## src/rtl/gmii_udp_rx.sv

```systemverilog
// GMII receive path: strips preamble/SFD, filters Ethernet II/IPv4/UDP to this board and streams the payload.
// Payload bytes appear one cycle after sampling, rx_done one cycle after rxdv drops; no backpressure (1 byte/cycle).
module gmii_udp_rx #(
  parameter logic [47:0] BOARD_MAC  = 48'h00_11_22_33_44_55,
  parameter logic [31:0] BOARD_IP   = {8'd192, 8'd168, 8'd1, 8'd10},
  parameter logic [15:0] LOCAL_PORT = 16'd1234
) (
  input  logic        clk,
  input  logic        rst,
  input  logic [7:0]  gmii_rxd,
  input  logic        gmii_rxdv,
  input  logic        gmii_rxer,
  output logic [7:0]  rx_data,
  output logic        rx_valid,
  output logic        rx_sof,
  output logic        rx_eof,
  output logic [15:0] rx_len,
  output logic        rx_done,
  output logic        rx_crc_ok,
  output logic [47:0] pc_mac,
  output logic [31:0] pc_ip,
  output logic [15:0] pc_port
);

  typedef enum logic [2:0] {
    IDLE, PREAMBLE, ETH_HDR, IP_HDR, UDP_HDR, PAYLOAD, WAIT_END
  } state_t;

  state_t          state, state_nxt;
  logic [15:0]     cnt, udp_len, pay_len;
  logic            board_ok, bcast_ok, board_ok_nxt, bcast_ok_nxt;
  logic            blocked, accepted, err_seen;
  logic [47:0]     cand_mac;
  logic [31:0]     cand_ip;
  logic [15:0]     cand_port;
  logic [3:0][7:0] pipe;
  logic [2:0]      pipe_cnt;
  logic [31:0]     crc_acc;
  logic [7:0]      mac_byte, ip_byte, port_byte;
  logic            sfd, in_frame, frame_end, fcs_ok, good_end;

  function automatic logic [31:0] crc32(input logic [31:0] crc, input logic [7:0] d);
    logic [31:0] c;
    c = crc ^ {24'd0, d};
    for (int i = 0; i < 8; i++) c = c[0] ? ((c >> 1) ^ 32'hEDB8_8320) : (c >> 1);
    return c;
  endfunction

  assign mac_byte  = 8'(BOARD_MAC >> {3'd5 - cnt[2:0], 3'b000});
  assign ip_byte   = 8'(BOARD_IP >> {2'd3 - cnt[1:0], 3'b000});
  assign port_byte = cnt[0] ? LOCAL_PORT[7:0] : LOCAL_PORT[15:8];
  assign pay_len   = udp_len - 16'd8;
  assign sfd       = (state == PREAMBLE) && gmii_rxdv && (gmii_rxd == 8'hD5);
  assign in_frame  = gmii_rxdv && (state inside {ETH_HDR, IP_HDR, UDP_HDR, PAYLOAD, WAIT_END});
  assign frame_end = !gmii_rxdv && (state != IDLE);
  // The accumulator is kept un-inverted; the transmitted FCS is its complement, low byte first.
  assign fcs_ok    = ({pipe[0], pipe[1], pipe[2], pipe[3]} == ~crc_acc);
  assign good_end  = accepted && fcs_ok && !err_seen && (state != PAYLOAD);

  always_ff @(posedge clk) begin
    if (rst) state <= IDLE;
    else     state <= state_nxt;
  end

  always_comb begin
    state_nxt    = state;
    board_ok_nxt = board_ok;
    bcast_ok_nxt = bcast_ok;
    case (state)
      IDLE:     if (gmii_rxdv && !blocked) state_nxt = PREAMBLE;
      PREAMBLE: begin
        if (gmii_rxd == 8'hD5)      state_nxt = ETH_HDR;
        else if (gmii_rxd != 8'h55) state_nxt = WAIT_END;
      end
      ETH_HDR: begin
        if (cnt < 16'd6) begin
          board_ok_nxt = (cnt == 16'd0 || board_ok) && (gmii_rxd == mac_byte);
          bcast_ok_nxt = (cnt == 16'd0 || bcast_ok) && (gmii_rxd == 8'hFF);
          if (!board_ok_nxt && !bcast_ok_nxt) state_nxt = WAIT_END;
        end else if (cnt == 16'd12 && gmii_rxd != 8'h08) begin
          state_nxt = WAIT_END;
        end else if (cnt == 16'd13) begin
          state_nxt = (gmii_rxd == 8'h00) ? IP_HDR : WAIT_END;
        end
      end
      IP_HDR: begin
        if ((cnt == 16'd0 && gmii_rxd != 8'h45) ||
            (cnt == 16'd9 && gmii_rxd != 8'd17) ||
            (cnt >= 16'd16 && gmii_rxd != ip_byte))
          state_nxt = WAIT_END;
        else if (cnt == 16'd19)
          state_nxt = UDP_HDR;
      end
      UDP_HDR: begin
        if ((cnt == 16'd2 || cnt == 16'd3) && gmii_rxd != port_byte)
          state_nxt = WAIT_END;
        else if (cnt == 16'd7)
          state_nxt = (udp_len > 16'd8) ? PAYLOAD : WAIT_END;
      end
      PAYLOAD:  if (cnt + 16'd1 == pay_len) state_nxt = WAIT_END;
      default: ;
    endcase
    if (frame_end) state_nxt = IDLE;
  end

  always_ff @(posedge clk) begin
    if (rst) begin
      rx_data   <= '0;
      rx_valid  <= 1'b0;
      rx_sof    <= 1'b0;
      rx_eof    <= 1'b0;
      rx_len    <= '0;
      rx_done   <= 1'b0;
      rx_crc_ok <= 1'b0;
      pc_mac    <= '0;
      pc_ip     <= '0;
      pc_port   <= '0;
      cnt       <= '0;
      board_ok  <= 1'b0;
      bcast_ok  <= 1'b0;
      blocked   <= 1'b1;
      accepted  <= 1'b0;
      err_seen  <= 1'b0;
      cand_mac  <= '0;
      cand_ip   <= '0;
      cand_port <= '0;
      udp_len   <= '0;
      pipe      <= '0;
      pipe_cnt  <= '0;
      crc_acc   <= 32'hFFFF_FFFF;
    end else begin
      rx_valid  <= 1'b0;
      rx_sof    <= 1'b0;
      rx_eof    <= 1'b0;
      rx_done   <= 1'b0;
      rx_crc_ok <= 1'b0;
      cnt       <= (state_nxt != state) ? 16'd0 : cnt + 16'd1;
      board_ok  <= board_ok_nxt;
      bcast_ok  <= bcast_ok_nxt;
      // A frame cut by reset is ignored until the line goes idle.
      if (!gmii_rxdv) blocked <= 1'b0;

      if (sfd) begin
        crc_acc  <= 32'hFFFF_FFFF;
        pipe     <= '0;
        pipe_cnt <= '0;
        err_seen <= 1'b0;
        accepted <= 1'b0;
      end
      if (in_frame) begin
        pipe <= {pipe[2:0], gmii_rxd};
        if (pipe_cnt != 3'd4) pipe_cnt <= pipe_cnt + 3'd1;
        else                  crc_acc  <= crc32(crc_acc, pipe[3]);
        if (gmii_rxer) err_seen <= 1'b1;
      end

      if (gmii_rxdv) begin
        if (state == ETH_HDR && cnt >= 16'd6 && cnt <= 16'd11) cand_mac  <= {cand_mac[39:0], gmii_rxd};
        if (state == IP_HDR && cnt >= 16'd12 && cnt <= 16'd15) cand_ip   <= {cand_ip[23:0], gmii_rxd};
        if (state == UDP_HDR && cnt <= 16'd1)                  cand_port <= {cand_port[7:0], gmii_rxd};
        if (state == UDP_HDR && (cnt == 16'd4 || cnt == 16'd5)) udp_len  <= {udp_len[7:0], gmii_rxd};
        if (state == UDP_HDR && cnt == 16'd7 && udp_len >= 16'd8) begin
          accepted <= 1'b1;
          rx_len   <= pay_len;
        end
        if (state == PAYLOAD) begin
          rx_valid <= 1'b1;
          rx_data  <= gmii_rxd;
          rx_sof   <= (cnt == 16'd0);
          rx_eof   <= (cnt + 16'd1 == pay_len);
        end
      end

      if (frame_end) begin
        rx_done   <= accepted;
        rx_crc_ok <= good_end;
        accepted  <= 1'b0;
        if (good_end) begin
          pc_mac  <= cand_mac;
          pc_ip   <= cand_ip;
          pc_port <= cand_port;
        end
      end
    end
  end

endmodule

```

## config.mk

```make
export PLATFORM = sky130hd
export DESIGN_NAME = gmii_udp_rx
export DESIGN_NICKNAME = d
export VERILOG_FILES = /design/src/rtl/gmii_udp_rx.sv
export SDC_FILE = /design/constraint.sdc
export NUM_CORES = 1
export LEC_CHECK = 0
export BUFFER_PORTS_ARGS = -buffer_cell sky130_fd_sc_hd__buf_2
export CAP_MARGIN = 5
export CELL_PAD_IN_SITES_DETAIL_PLACEMENT = 1
export CELL_PAD_IN_SITES_GLOBAL_PLACEMENT = 1
export CORE_ASPECT_RATIO = 1.5
export CORE_MARGIN = 3
export CORE_UTILIZATION = 44
export DETAILED_ROUTE_END_ITERATION = 6
export PLACE_DENSITY = 0.86
export RECOVER_POWER = 25
export SLEW_MARGIN = 20
export SYNTH_ARGS = -nofsm -noshare
export SYNTH_HDL_FRONTEND = slang
export SYNTH_SLANG_ARGS = --single-unit
```

## constraint.sdc

```tcl
create_clock -name clk -period 3.55 [get_ports clk]
set_input_delay 1.065 -clock clk [delete_from_list [all_inputs] [get_ports clk]]
set_output_delay 1.065 -clock clk [all_outputs]
set_load 0.03 [all_outputs]
```

==> impl_metrics.csv, run 1 <==
group,metric,value,unit
status,status,"complete, but fails checks",
status,violations,"capacitance limit, slew limit",
floorplanning,die_h,224,µm
sta,setup_violations,0,
clock_tree,cts_buffer_depth,3,
route,drc,0,
clock_tree,insertion_delay,590,ps
clock_tree,post_cts_buffers,0,
sta,tightestPinTransition,2490,ps
global_routing,grtUsageTotal,0.242,
critical_path,cp_slowest_stage_delay,500,ps
placed_design,port_buffers,136,
placed_design,dp_hpwl,28100,µm
final_layout,num_antenna_cells,0,
critical_path,critical_path_class,"reg2reg",
critical_path,path_delay_family,"simple AND/OR/NAND/NOR gates",
final_layout,drive_above_1_share,0.0867,
floorplanning,die_x,151,µm
global_routing,grt_pass1_vias,12600,
flow_run,cap_viol_max_count,1,
synthesis,synth_nets,1697,
global_routing,grt-ovfl-total,0,
synthesis,yosys.area.top_type,"dfxtp_1",
sta,fmaxAchievable,0.311,GHz
final_layout,utilization,0.515,
critical_path,cp-end-kind,"register",
clock_tree,cts.clk_slew.worst_paths,80,ps
critical_path,critPathRequiredTime,3990,ps
placed_design,gp_congestion,0.876,
pwr,p_leak,5.53,nW
critical_path,rrSetupSlack,340,ps
floorplanning,core_area,31100,µm²
floorplanning,ioPinCount,137,
clock_tree,cts-buffers-inserted,30,
sta,skew,19.1,ps
floorplanning,rows,79,
clock_tree,cts_root_buffer,"clkbuf_16",
route,finalWirelength,41900,µm
critical_path,worstPathMaxFanout,10,
global_routing,antenna_found_initial,0,
final_layout,syn_to_final_growth,15.0,%
synthesis,ys_warn_count,0,
floorplanning,start_util,0.448,
clock_tree,tritoncts,"done",
synthesis,synth_seq_cells,328,
sta,tns,0,ps
global_routing,grt_max_degree,232,
synthesis,synthDistinctLibCells,65,
sta,rsz0062_at_grt,"no",
synthesis,yosys-top-cells-count,"424 x nand2_1, 328 x dfxtp_1, 225 x a21oi_1",
clock_tree,cts_hold_buffers,0,
critical_path,cp-start-kind,"register",
synthesis,synth_area_leaders,"dfxtp_1 47%, nand2_1 11%, a21oi_1 8.1%, xnor2_1 5.4%, xor2_1 3.4%",
synthesis,yosysMostFrequentCell,"nand2_1",
route,ant_nets,0,
critical_path,crit_chain,"ha_1 > nand2_1 > nor3_1 > xnor3_1 > xnor2_1 > o31a_2 > nor4_4 > buf_4 > a211oi_1",
worst_hold_path,hold_path.class,"reg2reg",
synthesis,synth-seq-area-share,0.471,
route,first_pass_iters,5,
final_layout,nets,1804,
sta,slew_headroom,-0.663,
pwr,p_per_area,491,nW/µm²
synthesis,syn_inst,1672,
critical_path,critPathSlowestCell,"dfxtp_1",
synthesis,synth_top_area_frac,0.471,
synthesis,synth_ff_type,"dfxtp_1",
sta,drv_slew,232,
floorplanning,die_area,33900,µm²
critical_path,crit_buf_inv,1,
route,drtIter0Drc,614,
critical_path,critPathArrivalTime,3650,ps
sta,hold_violations,0,
pwr,peakVddDrop,0.368,mV
route,viasPerCell,5.53,
sta,final.period_utilization,0.905,
clock_tree,numClockSinks,328,
synthesis,synth_edf_count,0,
clock_tree,cts_resized,0,
sta,period_minus_slack,3210,ps
route,vias,12200,
synthesis,mappedNetlistArea,13900,µm²
clock_tree,cts-htree-levels,1,
global_routing,grt_pass1_wl,66900,µm
route,wl_per_cell,19.0,µm
synthesis,syn_area_per_cell,8.34,µm²
synthesis,async_reset_ff_frac,0,
-- state kept, by name, indices dropped and copies added, names as in the netlist, 32 cells and up --
name / count
cand_ip: 32
cand_mac: 48
crc_acc: 32
pc_ip: 32
pc_mac: 48
pipe: 32
-- kinds of logic after synthesis --
| logic type | count (synthesis) | synth area share |
|---|---|---|
| DFF | 328 | 0.471 |
| muxes | 39 | 0.0280 |
| AOI/OAI and AO/OA | 311 | 0.127 |
| xor gates and xnor gates | 145 | 0.0961 |
| buffers and inverters | 136 | 0.0394 |
| adders and majority gates | 13 | 0.0117 |
| and+or+nand+nor | 700 | 0.227 |
-- metrics by stage --
| step | area (µm²) | std cells | power (mW) | hold WS (ps) | setup WS [ps] |
|---|---|---|---|---|---|
| 2_1_floorplan | 13900 | 1672 | 4.44 | 427 | 462 |
| 3_3_place_gp | 15200 | 2150 | 4.67 | 436 | 138 |
| 3_5_place_dp | 15200 | 2150 | 4.70 | 442 | 94.8 |
| 4_1_cts | 16200 | 2202 | 7.92 | 453 | 358 |
| 5_1_grt | 16000 | 2204 | 8.16 | 473 | 26.0 |
| 6_report | 16000 | 2204 | 7.87 | 450 | 339 |
-- worst reg2reg max path: stages (launching register included) --
cell and delay (ps):
dfxtp_1 500, ha_1 300, nand2_1 240, nor3_1 410, xnor3_1 320, xnor2_1 140
o31a_2 370, nor4_4 470, buf_4 260, a211oi_1 60
-- power by group --
part           internal, mW  total (mW)  switching, mW
clock                  1.82        3.23           1.42
sequential             3.73        3.82         0.0857
combinational         0.297       0.815          0.518
-- layer usage --
layer / track usage / up-vias / share of wire
li1: - / 5824 / -
met1: 0.275 / 6017 / 0.39
met2: 0.454 / 260 / 0.54
met3: 0.0306 / 96 / 0.036
met4: 0.0913 / 0 / 0.035
met5: 0 / - / 0
-- area by class of cell --
type / instances / area [µm²]
clock inverter: 5 / 75.1
timing repair buffer: 195 / 1060
sequential: 328 / 6570
tap: 405 / 507
fill: 3814 / 15100
clock buffer: 47 / 905
multi-input combinational: 1208 / 6870
inverter: 16 / 60.1
-- layout by cell type (no fill, tap or decap), types with 3 or more instances in the layout --
cell,n
nand3_1,45
clkbuf_16,30
dfxtp_1,328
nand4_1,21
or2_2,6
nor3b_1,6
clkbuf_1,117
o22ai_1,32
and4_1,3
and3_1,3
buf_4,52
clkinv_2,3
nor3_1,24
nor2b_1,7
buf_12,4
inv_1,16
buf_2,27
o21ai_0,6
xnor2_1,86
ha_1,13
nor2_1,74
a211oi_1,15
a21oi_1,225
clkbuf_8,9
or3_1,3
xnor3_1,4
nand2b_1,34
xor2_1,54
nand4b_1,4
mux2i_1,39
nand2_1,424
nor4b_1,7
o211ai_1,5
nor4_1,16
and4b_1,3
a22oi_1,3
-- path summary, 6_finish.rpt --
path / start / to / cells after the start
min reg2reg: pc_mac[22] / pc_mac[22] / 2
min: pc_mac[22] / pc_mac[22] / 2
max reg2reg: cnt[1] / cnt[10] / 9
max: cnt[1] / cnt[10] / 9
No activity file was read; power rests on OpenSTA's default activity.
==> run 2, diff against run 1 <==
- ABC_AREA: unset -> 1
- PLACE_DENSITY: 0.86 -> 0.87
- clock period: 3.55 -> 3.6 ns (I/O delays scaled with it)
==> impl_metrics.csv, run 2 <==
group,metric,value,unit
critical_path,crit_start,"cnt[2]",
floorplanning,core_area,32100,µm²
pwr,power.internal,5.90,mW
global_routing,grt_pass1_vias,14400,
placed_design,post-place-ws,373,ps
critical_path,cpMostUsedCell,"nand2_1",
final_layout,n_fill_cell,4059,
status,status,"complete, but fails checks",
pwr,p_leak,6.47,nW
placed_design,port_buffers,136,
pwr,p_clk_frac,0.409,
final_layout,syn_to_final_growth,13.7,%
pwr,switching_share,0.278,
synthesis,ys_warn_count,0,
final_layout,final_common_cell,"dfxtp_1",
final_layout,drive_above_1_share,0.0880,
sta,slew_headroom,-0.101,
synthesis,syn_inst,1895,
floorplanning,die_h,228,µm
route,drc,0,
final_layout,nets,2019,
critical_path,crit_chain,"ha_1 > nand2_2 > nor2_4 > nand3_1 > nand2_1 > nand2_1 > nand2_1 > nand2_1 > inv_1 > nand2_1 > nor2_1 > nand3_1 > nand2_1 > nand2_1 > nand2_1 > nand2_2 > nor3_1",
floorplanning,start_util,0.450,
critical_path,crit_buf_inv,1,
clock_tree,numClockSinks,328,
final_layout,utilization,0.512,
final_layout,fin_area,16400,µm²
critical_path,critPathRequiredTime,4040,ps
synthesis,yosys.area.top_type,"dfxtp_1",
route,ant_nets,0,
synthesis,synth_ff_type,"dfxtp_1",
route,vias,13500,
route,drtIter0Drc,766,
pwr,p_per_area,497,nW/µm²
sta,final.period_utilization,0.857,
floorplanning,die_area,35100,µm²
sta,tightestPinTransition,1650,ps
clock_tree,cts_root_buffer,"clkbuf_16",
sta,skew,19.2,ps
clock_tree,insertion_delay,540,ps
pwr,p_comb_frac,0.125,
sta,drv_slew,88,
worst_hold_path,hold_path.class,"reg2reg",
critical_path,cp-end-kind,"register",
pwr,peakVddDrop,0.377,mV
placed_design,place_area,15600,µm²
synthesis,synthDistinctLibCells,52,
pwr,p_seq_frac,0.466,
synthesis,synth-seq-area-share,0.454,
flow_run,cap_viol_max_count,1,
synthesis,yosysMostFrequentCell,"dfxtp_1",
synthesis,synth_area_leaders,"dfxtp_1 45%, o21ai_0 9.3%, a21oi_1 8.9%, nand2_1 6.9%, inv_1 4.2%",
critical_path,cp_slowest_stage_delay,530,ps
clock_tree,cts-buffers-inserted,34,
critical_path,worstPathMaxFanout,16,
worst_hold_path,holdCritStartpoint,"cand_ip[31]",
clock_tree,cts-htree-levels,2,
route,viasPerCell,5.56,
floorplanning,rows,80,
sta,rsz0062_at_grt,"no",
synthesis,syn_area_per_cell,7.63,µm²
synthesis,yosys-top-cells-count,"328 x dfxtp_1, 268 x o21ai_0, 265 x nand2_1",
route,first_pass_iters,5,
sta,hold_violations,0,
sta,setup_violations,0,
clock_tree,cts.clk_slew.worst_paths,60,ps
critical_path,cp-start-kind,"register",
sta,tns,0,ps
clock_tree,cts_resized,0,
final_layout,register_area,6570,µm²
global_routing,grtUsageTotal,0.255,
clock_tree,post_cts_buffers,0,
critical_path,critPathSlowestCell,"dfxtp_1",
global_routing,antenna_found_initial,1,
clock_tree,tritoncts,"done",
synthesis,synth_seq_cells,328,
sta,fin_ws,513,ps
status,violations,"capacitance limit, slew limit",
placed_design,gp_congestion,0.932,
global_routing,grt-ovfl-total,0,
critical_path,r2r-start,"cnt[2]",
critical_path,critical_path_class,"reg2reg",
final_layout,reg.largest.list,"cand_mac (48), pc_mac (48)",
synthesis,async_reset_ff_frac,0,
pwr,net-switching-power,2.27,mW
clock_tree,cts_hold_buffers,0,
floorplanning,die_x,154,µm
sta,period_minus_slack,3090,ps
final_layout,multi_input_area,6820,µm²
route,finalWirelength,46100,µm
sta,timing.hold.ws,461,ps
clock_tree,cts_buffer_depth,3,
synthesis,synth_top_area_frac,0.454,
sta,fmaxAchievable,0.324,GHz
placed_design,dp_hpwl,32300,µm
critical_path,path_delay_family,"simple AND/OR/NAND/NOR gates",
route,wl_per_cell,19.0,µm
critical_path,critPathArrivalTime,3520,ps
synthesis,mappedNetlistArea,14500,µm²
floorplanning,ioPinCount,137,
synthesis,synth_nets,1920,
final_layout,mostFrequentLayoutCells,"328 x dfxtp_1, 268 x o21ai_0, 265 x nand2_1",
global_routing,grt_pass1_wl,74600,µm
synthesis,synth_edf_count,0,
global_routing,grt_max_degree,148,
[run 2: changes by cell type in the layout (fill, tap and decap cells not counted), sizes merged, moves of 11 or more]
| cell | delta |
|---|---|
| a211oi | -14 |
| nor4 | -11 |
| o21ai | +262 |
| buf | -13 |
| xnor2 | -46 |
| nand2b | -34 |
| o22ai | -16 |
| nand2 | -151 |
| nor2 | +76 |
| mux2i | -39 |
| nand3 | +70 |
| inv | +153 |
| a21oi | +32 |
[run 2: power groups by stage]
stage	registers, mW	logic [mW]	clock network (mW)
6_report	3.81	1.02	3.35
5_1_grt	3.81	1.12	3.55
4_1_cts	3.80	1.02	3.40
3_5_place_dp	3.88	1.00	0
3_3_place_gp	3.88	0.967	0
2_1_floorplan	3.85	0.746	0
[run 2: stage by stage]
stage,power (mW),std cells
finish,8.17,2423
global route,8.49,2422
CTS,8.22,2422
detailed placement,4.89,2368
global placement,4.85,2368
floorplan,4.59,1895
[run 2: cells by family (layout without fill, tap and decap cells)]
group,count (synthesis),count (layout),synth area share
buffers and inverters,279,396,0.0778
adders and majority gates,13,13,0.0112
other,0,1,0
xor gates and xnor gates,93,93,0.0633
and+or+nand+nor,617,617,0.191
DFF,328,328,0.454
AOI/OAI and AO/OA,565,565,0.203
[run 2: path summary, 6_finish.rpt]
kind	depth (start not counted)	end	slack, ps
worst max-delay path	17	cnt[2]	510
worst min-delay path	2	pc_ip[31]	460
worst max register to register	17	cnt[2]	510
worst min register to register	2	pc_ip[31]	460
[run 2: final cells by class]
class | instances | area share
clock inverter | 6 | 0.00297
antenna | 1 | 0.000152
timing repair buffer | 175 | 0.0548
inverter | 167 | 0.0384
clock buffer | 48 | 0.0586
tap | 410 | 0.0312
sequential | 328 | 0.399
multi-input combinational | 1288 | 0.415
[run 2: per-layer routing]
metal | vias up | global-route usage | wire [µm]
li1 | 6487 | - | -
met1 | 6559 | 0.280 | 17900
met2 | 307 | 0.480 | 24400
met3 | 113 | 0.0406 | 1950
met4 | 2 | 0.105 | 1790
met5 | - | 0 | 12
[run 2: worst min-delay path, delay by kind of cell (launching register included)]
| family | cells | cell delay (ps) |
|---|---|---|
| flip-flops | 1 | 310 |
| buffers and inverters | 1 | 50 |
| AO/OA/AOI/OAI | 1 | 50 |
